## src/rtl/spi_flash_okuyucu_if.sv

```systemverilog
// rtl/spi_flash_okuyucu_if.sv - register request/response bus between the flash reader and the SPI controller
interface spi_flash_okuyucu_if #(
    parameter int ADRES_BIT = 32,
    parameter int VERI_BIT  = 32
) ();
    logic [ADRES_BIT-1:0] cek_adres;
    logic [VERI_BIT-1:0]  cek_veri;
    logic                 cek_yaz;
    logic                 cek_gecerli;
    logic                 cek_hazir;
    logic [VERI_BIT-1:0]  spi_veri;
    logic                 spi_gecerli;
    logic                 spi_hazir;

    modport master (
        output cek_adres, cek_veri, cek_yaz, cek_gecerli, spi_hazir,
        input  cek_hazir, spi_veri, spi_gecerli
    );

    modport slave (
        input  cek_adres, cek_veri, cek_yaz, cek_gecerli, spi_hazir,
        output cek_hazir, spi_veri, spi_gecerli
    );
endinterface

```

## src/rtl/spi_flash_okuyucu.sv

```systemverilog
// rtl/spi_flash_okuyucu.sv - sequencer running an SPI-flash READ (0x03) through the SPI controller register port
`ifndef SPI_BASE_ADDR
`define SPI_BASE_ADDR 32'h4000_0000
`endif
`ifndef SPI_CTRL_REG
`define SPI_CTRL_REG  (`SPI_BASE_ADDR | 32'h00)
`endif
`ifndef SPI_WDATA_REG
`define SPI_WDATA_REG (`SPI_BASE_ADDR | 32'h08)
`endif
`ifndef SPI_RDATA_REG
`define SPI_RDATA_REG (`SPI_BASE_ADDR | 32'h0C)
`endif
`ifndef SPI_CMD_REG
`define SPI_CMD_REG   (`SPI_BASE_ADDR | 32'h10)
`endif

module spi_flash_okuyucu #(
    parameter logic [15:0] SCK_DIV   = 16'd4,
    parameter logic        CPOL      = 1'b0,
    parameter logic        CPHA      = 1'b0,
    parameter logic [7:0]  OKU_KOMUT = 8'h03,
    parameter int          ADRES_BIT = 32,
    parameter int          VERI_BIT  = 32
) (
    input  logic        clk_i,
    input  logic        rstn_i,
    input  logic        basla_i,
    input  logic [23:0] flash_adres_i,
    input  logic [9:0]  kelime_i,
    output logic        mesgul_o,
    output logic        bitti_o,
    output logic [31:0] veri_o,
    output logic        veri_gecerli_o,
    input  logic        veri_hazir_i,
    spi_flash_okuyucu_if.master bus
);
    typedef enum logic [3:0] {
        BOSTA, CTRL, WDATA, CMD_W, CMD_R, RD_ISTE, RD_BEKLE, CIKIS, BITTI
    } durum_t;

    durum_t               durum;
    durum_t               sonraki;
    logic [23:0]          adres;
    logic [9:0]           kalan;
    logic [9:0]           n_kelime;
    logic [ADRES_BIT-1:0] req_adres;
    logic [VERI_BIT-1:0]  req_veri;
    logic                 req_yaz;

    assign n_kelime = (kelime_i > 10'd512) ? 10'd512 : kelime_i;

    // Request contents per state; kalan still holds N while CMD_R is issued
    always_comb begin
        req_adres = '0;
        req_veri  = '0;
        req_yaz   = 1'b1;
        sonraki   = durum;
        case (durum)
            CTRL: begin
                req_adres = ADRES_BIT'(`SPI_CTRL_REG);
                req_veri  = VERI_BIT'({SCK_DIV, 12'b0, CPOL, CPHA, 1'b0, 1'b1});
                sonraki   = WDATA;
            end
            WDATA: begin
                req_adres = ADRES_BIT'(`SPI_WDATA_REG);
                req_veri  = VERI_BIT'({OKU_KOMUT, adres});
                sonraki   = CMD_W;
            end
            CMD_W: begin
                req_adres = ADRES_BIT'(`SPI_CMD_REG);
                req_veri  = VERI_BIT'(32'h0000_2000);
                sonraki   = CMD_R;
            end
            CMD_R: begin
                req_adres = ADRES_BIT'(`SPI_CMD_REG);
                req_veri  = VERI_BIT'({18'b0, 2'b01, 2'b0, 1'b1, 9'(kalan - 10'd1)});
                sonraki   = RD_ISTE;
            end
            RD_ISTE: begin
                req_adres = ADRES_BIT'(`SPI_RDATA_REG);
                req_yaz   = 1'b0;
                sonraki   = RD_BEKLE;
            end
            default: ;
        endcase
    end

    always_ff @(posedge clk_i or negedge rstn_i) begin
        if (!rstn_i) begin
            durum           <= BOSTA;
            adres           <= '0;
            kalan           <= '0;
            mesgul_o        <= 1'b0;
            bitti_o         <= 1'b0;
            veri_o          <= '0;
            veri_gecerli_o  <= 1'b0;
            bus.cek_adres   <= '0;
            bus.cek_veri    <= '0;
            bus.cek_yaz     <= 1'b0;
            bus.cek_gecerli <= 1'b0;
            bus.spi_hazir   <= 1'b0;
        end else begin
            bitti_o <= 1'b0;
            case (durum)
                BOSTA: begin
                    if (basla_i) begin
                        adres    <= flash_adres_i;
                        kalan    <= n_kelime;
                        mesgul_o <= 1'b1;
                        durum    <= (n_kelime == 10'd0) ? BITTI : CTRL;
                    end
                end
                // Valid rises one cycle after entry, which also gives the idle gap after the previous acceptance
                CTRL, WDATA, CMD_W, CMD_R, RD_ISTE: begin
                    if (!bus.cek_gecerli) begin
                        bus.cek_gecerli <= 1'b1;
                        bus.cek_adres   <= req_adres;
                        bus.cek_veri    <= req_veri;
                        bus.cek_yaz     <= req_yaz;
                    end else if (bus.cek_hazir) begin
                        bus.cek_gecerli <= 1'b0;
                        durum           <= sonraki;
                        if (durum == RD_ISTE) begin
                            bus.spi_hazir <= 1'b1;
                        end
                    end
                end
                RD_BEKLE: begin
                    if (bus.spi_gecerli && bus.spi_hazir) begin
                        bus.spi_hazir  <= 1'b0;
                        veri_o         <= 32'(bus.spi_veri);
                        veri_gecerli_o <= 1'b1;
                        kalan          <= kalan - 10'd1;
                        durum          <= CIKIS;
                    end
                end
                CIKIS: begin
                    if (veri_gecerli_o && veri_hazir_i) begin
                        veri_gecerli_o <= 1'b0;
                        durum          <= (kalan != 10'd0) ? RD_ISTE : BITTI;
                    end
                end
                BITTI: begin
                    bitti_o  <= 1'b1;
                    mesgul_o <= 1'b0;
                    durum    <= BOSTA;
                end
                default: durum <= BOSTA;
            endcase
        end
    end
endmodule
```

## src/flat_wrapper.sv

```systemverilog
// flat-port wrapper written by rule: the top's interface ports become plain ports
module spi_flash_okuyucu_flat 
#(
    parameter logic [15:0] SCK_DIV   = 16'd4,
    parameter logic        CPOL      = 1'b0,
    parameter logic        CPHA      = 1'b0,
    parameter logic [7:0]  OKU_KOMUT = 8'h03,
    parameter int          ADRES_BIT = 32,
    parameter int          VERI_BIT  = 32
)
  (clk_i, rstn_i, basla_i, flash_adres_i, kelime_i, mesgul_o, bitti_o, veri_o, veri_gecerli_o, veri_hazir_i, bus_cek_adres, bus_cek_veri, bus_cek_yaz, bus_cek_gecerli, bus_spi_hazir, bus_cek_hazir, bus_spi_veri, bus_spi_gecerli);
  spi_flash_okuyucu_if #(.ADRES_BIT(ADRES_BIT), .VERI_BIT(VERI_BIT)) bus_i ();
  input  logic clk_i;
  input  logic rstn_i;
  input  logic basla_i;
  input  logic [23:0] flash_adres_i;
  input  logic [9:0] kelime_i;
  output logic mesgul_o;
  output logic bitti_o;
  output logic [31:0] veri_o;
  output logic veri_gecerli_o;
  input  logic veri_hazir_i;
  output wire logic [$bits(bus_i.cek_adres)-1:0] bus_cek_adres;
  output wire logic [$bits(bus_i.cek_veri)-1:0] bus_cek_veri;
  output wire logic [$bits(bus_i.cek_yaz)-1:0] bus_cek_yaz;
  output wire logic [$bits(bus_i.cek_gecerli)-1:0] bus_cek_gecerli;
  output wire logic [$bits(bus_i.spi_hazir)-1:0] bus_spi_hazir;
  input wire logic [$bits(bus_i.cek_hazir)-1:0] bus_cek_hazir;
  input wire logic [$bits(bus_i.spi_veri)-1:0] bus_spi_veri;
  input wire logic [$bits(bus_i.spi_gecerli)-1:0] bus_spi_gecerli;
  assign bus_cek_adres = bus_i.cek_adres;
  assign bus_cek_veri = bus_i.cek_veri;
  assign bus_cek_yaz = bus_i.cek_yaz;
  assign bus_cek_gecerli = bus_i.cek_gecerli;
  assign bus_spi_hazir = bus_i.spi_hazir;
  assign bus_i.cek_hazir = bus_cek_hazir;
  assign bus_i.spi_veri = bus_spi_veri;
  assign bus_i.spi_gecerli = bus_spi_gecerli;
  spi_flash_okuyucu #(.SCK_DIV(SCK_DIV), .CPOL(CPOL), .CPHA(CPHA), .OKU_KOMUT(OKU_KOMUT), .ADRES_BIT(ADRES_BIT), .VERI_BIT(VERI_BIT)) u_core (.clk_i(clk_i), .rstn_i(rstn_i), .basla_i(basla_i), .flash_adres_i(flash_adres_i), .kelime_i(kelime_i), .mesgul_o(mesgul_o), .bitti_o(bitti_o), .veri_o(veri_o), .veri_gecerli_o(veri_gecerli_o), .veri_hazir_i(veri_hazir_i), .bus(bus_i));
endmodule
```

## config.mk

```make
export PLATFORM = sky130hd
export DESIGN_NAME = spi_flash_okuyucu_flat
export DESIGN_NICKNAME = d
export VERILOG_FILES = /design/src/rtl/spi_flash_okuyucu_if.sv /design/src/rtl/spi_flash_okuyucu.sv /design/src/flat_wrapper.sv
export SDC_FILE = /design/constraint.sdc
export NUM_CORES = 1
export LEC_CHECK = 0
export CAP_MARGIN = 10
export CORE_ASPECT_RATIO = 0.75
export CORE_MARGIN = 1.5
export CORE_UTILIZATION = 30
export CTS_BUF_LIST = sky130_fd_sc_hd__clkbuf_4
export CTS_CLUSTER_SIZE = 28
export DETAILED_ROUTE_END_ITERATION = 10
export SYNTH_ARGS = -nofsm -noshare
export SYNTH_HDL_FRONTEND = slang
export SYNTH_SLANG_ARGS = --single-unit
```

## constraint.sdc

```tcl
create_clock -name clk_i -period 4.01 [get_ports clk_i]
set_clock_uncertainty 0.05 [all_clocks]
set_input_delay 0.401 -clock clk_i [delete_from_list [all_inputs] [get_ports clk_i]]
set_output_delay 0.401 -clock clk_i [all_outputs]
set_load 0.01 [all_outputs]
```

==> impl_results.md, run 1 <==
* Reg-to-reg endpoint: u_core.veri_o[2]
* Clk sinks at 105
* Most numerous cell in the Yosys netlist: dfrtp_1
* Area share of the largest cell type after synthesis at 51.7%
* CP Data Required Time at 4.35 ns
* Vias in the first global route at 3650
* Final Setup Violations at 0
* CTS tree: built
* Vias post-DR at 3720
* Tot GR Track Use at 14.2%
* Maximum Capacitance Violations at 0
* # rows at 40
* Layout cell share with drive strength beyond 1 at 11.5%
* Worst setup EP type: flip-flop
* Main synth FF type: dfrtp_1
* Register area share after synthesis at 51.7%
* DIE HEIGHT at 116 um
* Drt pass-1 iters at 10
* Power, Total at 0.00440 W
* Worst Path Class, Setup: reg -> reg
* Unrepaired setup endpoints after global routing: false
* Clock root buffer: clkbuf_4
* Inserted Diodes at 0
* First DRT Iteration DRCs at 159
* Grt total ovfl at 0
* Nets at 641
* Cell family with most CP delay: simple AND/OR/NAND/NOR gates
* Worst Setup EP: u_core.veri_o[2]
* Yosys cell types at 62
* Status: complete, but fails checks
* Final Slew Violations at 0
* Synthesized area at 0.00508 sq mm
* Arrival time of the worst setup path at 3.01 ns
* Max-slew headroom at 34.8%
* CP cell instances: and4bb_1, and2_2, mux2_2
* Slack of the worst reg-to-reg path at 1.34 ns
* Buf/Inv on CP at 0
* Non-Filler Instances at 783
* Syn-to-layout area delta at 30.2%
* IO buf count at 139
* Dpl cells at 766
* PwrDens at 665 mW/mm^2
* Slowest cell delay on critical path at 0.86 ns
* Pin count of the biggest net entering global routing at 48
* First-pass GRT wire length at 19.6 mm
* R2R cell count at 3
* Crit path depth at 3
* DP Wirelength at 8.89 mm
* Final hold violation count at 0
* Tightest Pin Transition at 0.978 ns
* Core area at 0.0163 sq mm
* Initial cell density of the core at 31.2%
* Number of antenna violations at the first check in global routing at 0
* Die area at 0.0177 sq mm
* Final Cell Area at 0.00661 sq mm
* Seq. cell area at 0.00263 sq mm
* Chip Width at 153 um
* Area leader, netlist: dfrtp_1
* Fin crit share at 66.6%
* Fin crit period at 2.67 ns
* Reg clk slew, reported paths at 0.17 ns
* Placer Congestion at 0.861
* Ys async rst share at 100%
* CTS H-tree lvls at 3
* Synth Warn # at 0
* Worst vdd ir at 185 uV
* #FFs+latches synth at 105
* Synth cell count leaders: dfrtp_1, nand2_1, buf_4
* Worst-path fanout max at 34
* Layout fillers at 1581
* Area of the multi-input gates at 0.00212 sq mm
* Post-DP Area at 0.00646 sq mm
* Crit-path slowest cell: dfrtp_1
* Hold WC Path Type: in -> async
* P_leak at 2.77 nW
* Synth Instances at 443
* Setup TNS at 0 ns
* WL/cell at 15.7 um
* Setup crit start kind: flip-flop
* Vias per cell at 4.75
* Final ANT Viol Nets at 0
* Violated checks: design-rule violations
* Max Clock Freq at 374 MHz
* Worst skew pair latency at 0.49 ns
* IO Pins at 174
* Worst Setup SP: u_core.durum[2]
* Synth area leaders: dfrtp_1, mux2_1, mux2_4
* FF-to-FF Start: u_core.durum[2]
* Drt drc at 14
* Total CTS buffers at 9
* Drt total wl at 12.3 mm
* CTS max path bufs at 2
* Number of synthesized flops with an enable pin at 0
* Syn_area_per_cell at 11.5 sq um
==> where the power goes <==
part	leakage (nW)	internal, W	switching, W	total [W]
clock	0.0721	0.000195	0.000384	0.000580
combinational	1.41	0.00108	0.000881	0.00196
sequential	1.29	0.00149	0.000368	0.00186
total	2.77	0.00276	0.00163	0.00440
==> layout make-up <==
cell class                 count  area share, %
sequential                   105           39.7
multi-input combinational    299           32.0
timing repair buffer         143           21.5
tap                          210           3.97
clock inverter                 7           1.17
clock buffer                   9           1.02
inverter                      10          0.568
==> what timing repair did <==
item | in CTS | in global routing
buffers inserted | 0 | 0
gates resized for setup | 0 | 0
hold endpoints to repair | 26 | 0
endpoints found under the setup margin | 0 | 0
hold buffers | 1 | 0
==> stage by stage <==
| step | util, % | hold slack [ns] | worst slack (ns) |
|---|---|---|---|
| detailed placement | 39.7 | 0.300 | 1.36 |
| floorplan | - | 0.0554 | 2.18 |
| global route | 40.6 | 0.295 | 1.15 |
| global placement | 39.7 | 0.298 | 1.48 |
| CTS | 40.6 | 0.257 | 1.34 |
| finish | 40.6 | 0.296 | 1.34 |
==> cell usage in the layout (no fill, tap or decap), drive strengths merged, types with 5 or more instances in the layout <==
| master | instances |
|---|---|
| nor4 | 8 |
| clkbuf | 9 |
| clkdlybuf4s50 | 138 |
| dfrtp | 105 |
| nand3 | 5 |
| nand2 | 52 |
| o21ai | 31 |
| a21oi | 16 |
| inv | 12 |
| o2bb2ai | 5 |
| or3 | 5 |
| mux2 | 57 |
| a22oi | 8 |
| xnor2 | 6 |
| nor3 | 6 |
| conb | 34 |
| nor2 | 16 |
==> how the worst min path moves through the flow <==
| stage | endpoint | depth (start not counted) |
|---|---|---|
| final | u_core.bus.cek_gecerli | 2 |
| after global placement | u_core.veri_o[31] | 1 |
| after global routing | u_core.bus.cek_veri[0] | 2 |
| after CTS | u_core.bus.cek_adres[4] | 2 |
| after floorplan | u_core.adres[0] | 0 |
| after detailed placement | u_core.veri_o[31] | 1 |
==> metal layers <==
layer  wire [um]  vias up  global-route usage [%]
met5           0        -                       0
met4          74        0                    2.75
met3         838        6                    4.56
met2        5440      124                    21.5
met1        5950     1840                    19.9
li1            -     1750                       -
==> cells by family (layout without fill, tap and decap cells) <==
kind of cell	after synthesis	count (layout)	synth area share, %
adders and majority gates	1	1	0.246
and+or+nand+nor	109	109	11.6
DFF	105	105	51.7
muxes	57	57	14.0
buffers and inverters	72	169	9.14
other	1	34	0.0738
xor gates and xnor gates	7	7	1.21
AOI/OAI and AO/OA	91	91	12.0
==> flip-flops by register name, summed over array words and instances, names as in the netlist <==
register                count
u_core.bus.cek_veri        25
u_core.bitti_o              1
u_core.kalan               10
u_core.mesgul_o             1
u_core.adres               24
u_core.bus.spi_hazir        1
u_core.bus.cek_adres        4
u_core.bus.cek_gecerli      1
u_core.veri_gecerli_o       1
u_core.bus.cek_yaz          1
u_core.veri_o              32
u_core.durum                4
(Power assumes the default switching activity.)
==> inputs of run 2 (changes only) <==
- clock period: 4.01 -> 2.6 ns (I/O delays scaled with it)
==> run 2 against run 1 <==
The flow still finishes with violations (design-rule violations). Combinational power grew 63%. Critical path depth grew 1. Core utilization grew 0.61 points. Power grew 55%. Largest power group unchanged.
==> impl_results.md, run 2 (synthesized netlist as in run 1, its figures left out) <==
* Status: complete, but fails checks
* Violated checks: design-rule violations
* Number of antenna violations at the first check in global routing at 0 (unchanged)
* WL/cell at 15.3 um (-2.9%)
* Tightest Pin Transition at 0.624 ns (-0.353 ns)
* Placer Congestion at 0.852 (-1.0%)
* Hold WS at 0.255 ns (-0.0407 ns)
* DIE HEIGHT at 116 um (unchanged)
* Drt pass-1 iters at 7 (-3)
* Vias post-DR at 3717 (-0.081%)
* Clk sinks at 105 (unchanged)
* Inserted Diodes at 0 (unchanged)
* Worst-path fanout max at 34 (unchanged)
* First DRT Iteration DRCs at 159 (unchanged)
* Maximum Capacitance Violations at 0 (unchanged)
* Worst skew pair latency at 0.49 ns (about the same)
* IO Pins at 174 (unchanged)
* P_leak at 2.83 nW (+2.1%)
* Hold WC Path Type: in -> async
* Drt drc at 14 (unchanged)
* Layout cell share with drive strength beyond 1 at 13.4% (+1.8 points)
* Final Slew Violations at 0 (unchanged)
* Nets at 652 (+1.7%)
* First-pass GRT wire length at 19.7 mm (+0.39%)
* Dpl cells at 777 (+1.4%)
* Syn-to-layout area delta at 32.1%
* Reg clk slew, reported paths at 0.15 ns (-0.02 ns)
* PwrDens at 1010 mW/mm^2 (+52%)
* Drt total wl at 12.1 mm (-1.6%)
* Fin crit share at 80.4% (+14 points)
* Max FFs per register at 32 (unchanged)
* DP Wirelength at 8.86 mm (-0.35%)
* CTS-repair resized insts at 0 (unchanged)
* Layout fillers at 1566 (-0.95%)
* Pin count of the biggest net entering global routing at 60 (+25%)
* CTS H-tree lvls at 3 (unchanged)
* Arrival time of the worst setup path at 2.42 ns (-0.59 ns)
* CTS max path bufs at 2 (unchanged)
* Biggest register: u_core.veri_o
* Vias in the first global route at 3606 (-1.2%)
* Commonest non-fill, non-tap cell in the layout: clkdlybuf4s50_1
* Worst vdd ir at 274 uV (+48%)
* CP Data Required Time at 2.93 ns (-1.42 ns)
* Fin crit period at 2.09 ns (-0.581 ns)
* CTS tree: built
* Final ANT Viol Nets at 0 (unchanged)
* Max-slew headroom at 58.4% (+24 points)
* Initial cell density of the core at 31.2% (unchanged)
* Final Util at 41.3% (+0.61 points)
* Setup crit start kind: flip-flop
* Grt total ovfl at 0 (unchanged)
* IO buf count at 139 (unchanged)
* Chip Width at 153 um (unchanged)
* Unrepaired setup endpoints after global routing: false
* Max Clock Freq at 478 MHz (+28%)
* Die area at 0.0177 sq mm (unchanged)
* Setup TNS at 0 ns (unchanged)
* Clock root buffer: clkbuf_4
* Tot GR Track Use at 14.3% (+0.15 points)
* Final hold violation count at 0 (unchanged)
* Commonest cells after routing, fill and taps aside: clkdlybuf4s50_1, dfrtp_1, nand2_1
* Vias per cell at 4.68 (-1.5%)
* Worst setup EP type: flip-flop
* Worst Path Class, Setup: reg -> reg
* Core area at 0.0163 sq mm (unchanged)
* Biggest regs: u_core.veri_o: 32 flops, u_core.bus.cek_veri: 25 flops, u_core.adres: 24 flops
* Total CTS buffers at 9 (unchanged)
* # rows at 40 (unchanged)
* Non-Filler Instances at 794 (+1.4%)
* Final Setup Violations at 0 (unchanged)
## run 2: cell types whose count changed in the layout (fill, tap and decap cells not counted), sizes merged
cell,before,now
buf,4,15
bufinv,1,0
clkbuf,9,10
clkinv,2,1
inv,12,13
## run 2: final cells by class
type | instances | area, sq um | share of cell area (%)
Clock buffer | 10 | 75.1 | 1.12
Clock inverter | 6 | 48.8 | 0.727
Inverter | 10 | 37.5 | 0.559
Multi-Input combinational cell | 299 | 2120 | 31.5
Sequential cell | 105 | 2630 | 39.2
Tap cell | 210 | 263 | 3.92
Timing Repair Buffer | 154 | 1540 | 23.0
## run 2: repair_timing
item                                   4_1_cts  5_1_grt
buffers inserted                             0        0
hold buffers                                 1        0
endpoints found under the hold margin       46        0
## run 2: where the power goes
| part | total [W] | switching (W) | internal (W) |
|---|---|---|---|
| clock network | 0.000795 | 0.000576 | 0.000219 |
| logic | 0.00320 | 0.00144 | 0.00176 |
| registers | 0.00281 | 0.000511 | 0.00230 |
| total | 0.00680 | 0.00253 | 0.00427 |
## run 2: final timing paths
check                                          from                  endpoint  slack, ns  cells after the start
setup / recovery                    u_core.durum[3]         u_core.veri_o[26]       0.51                      4
hold / removal                               rstn_i         u_core.veri_o[29]       0.26                      2
setup reg to reg                    u_core.durum[3]         u_core.veri_o[26]       0.51                      4
hold reg to reg            u_core.bus.cek_adres[30]  u_core.bus.cek_adres[30]       0.45                      1
max in group asynchronous                    rstn_i           u_core.kalan[6]       1.51                      3
min in group clk_i                 bus_spi_veri[12]         u_core.veri_o[12]       0.30                      2
## run 2: worst max-delay path, cell delays in order, from the launching register on
cell	delay, ns
dfrtp_1	0.58
and4bb_1	0.54
and2_2	0.23
buf_12	0.21
mux2_1	0.35
## run 2: metal layers
metal / share of wire (%) / up-vias / routed length (um) / global-route usage, %
met5: 0 / - / 0 / 0
met4: 0.88 / 0 / 106 / 2.75
met3: 6.4 / 14 / 770 / 4.41
met2: 45 / 120 / 5420 / 22.4
met1: 48 / 1812 / 5810 / 19.8
li1: - / 1771 / - / -
## run 2: through the flow
step           power, W  setup WS [ns]  cell area (sq um)
6_report        0.00680          0.509               6710
2_1_floorplan   0.00467          0.773               5200
3_3_place_gp    0.00599          0.551               6580
3_5_place_dp    0.00607          0.516               6580
5_1_grt         0.00734          0.362               6710
4_1_cts         0.00690          0.500               6710
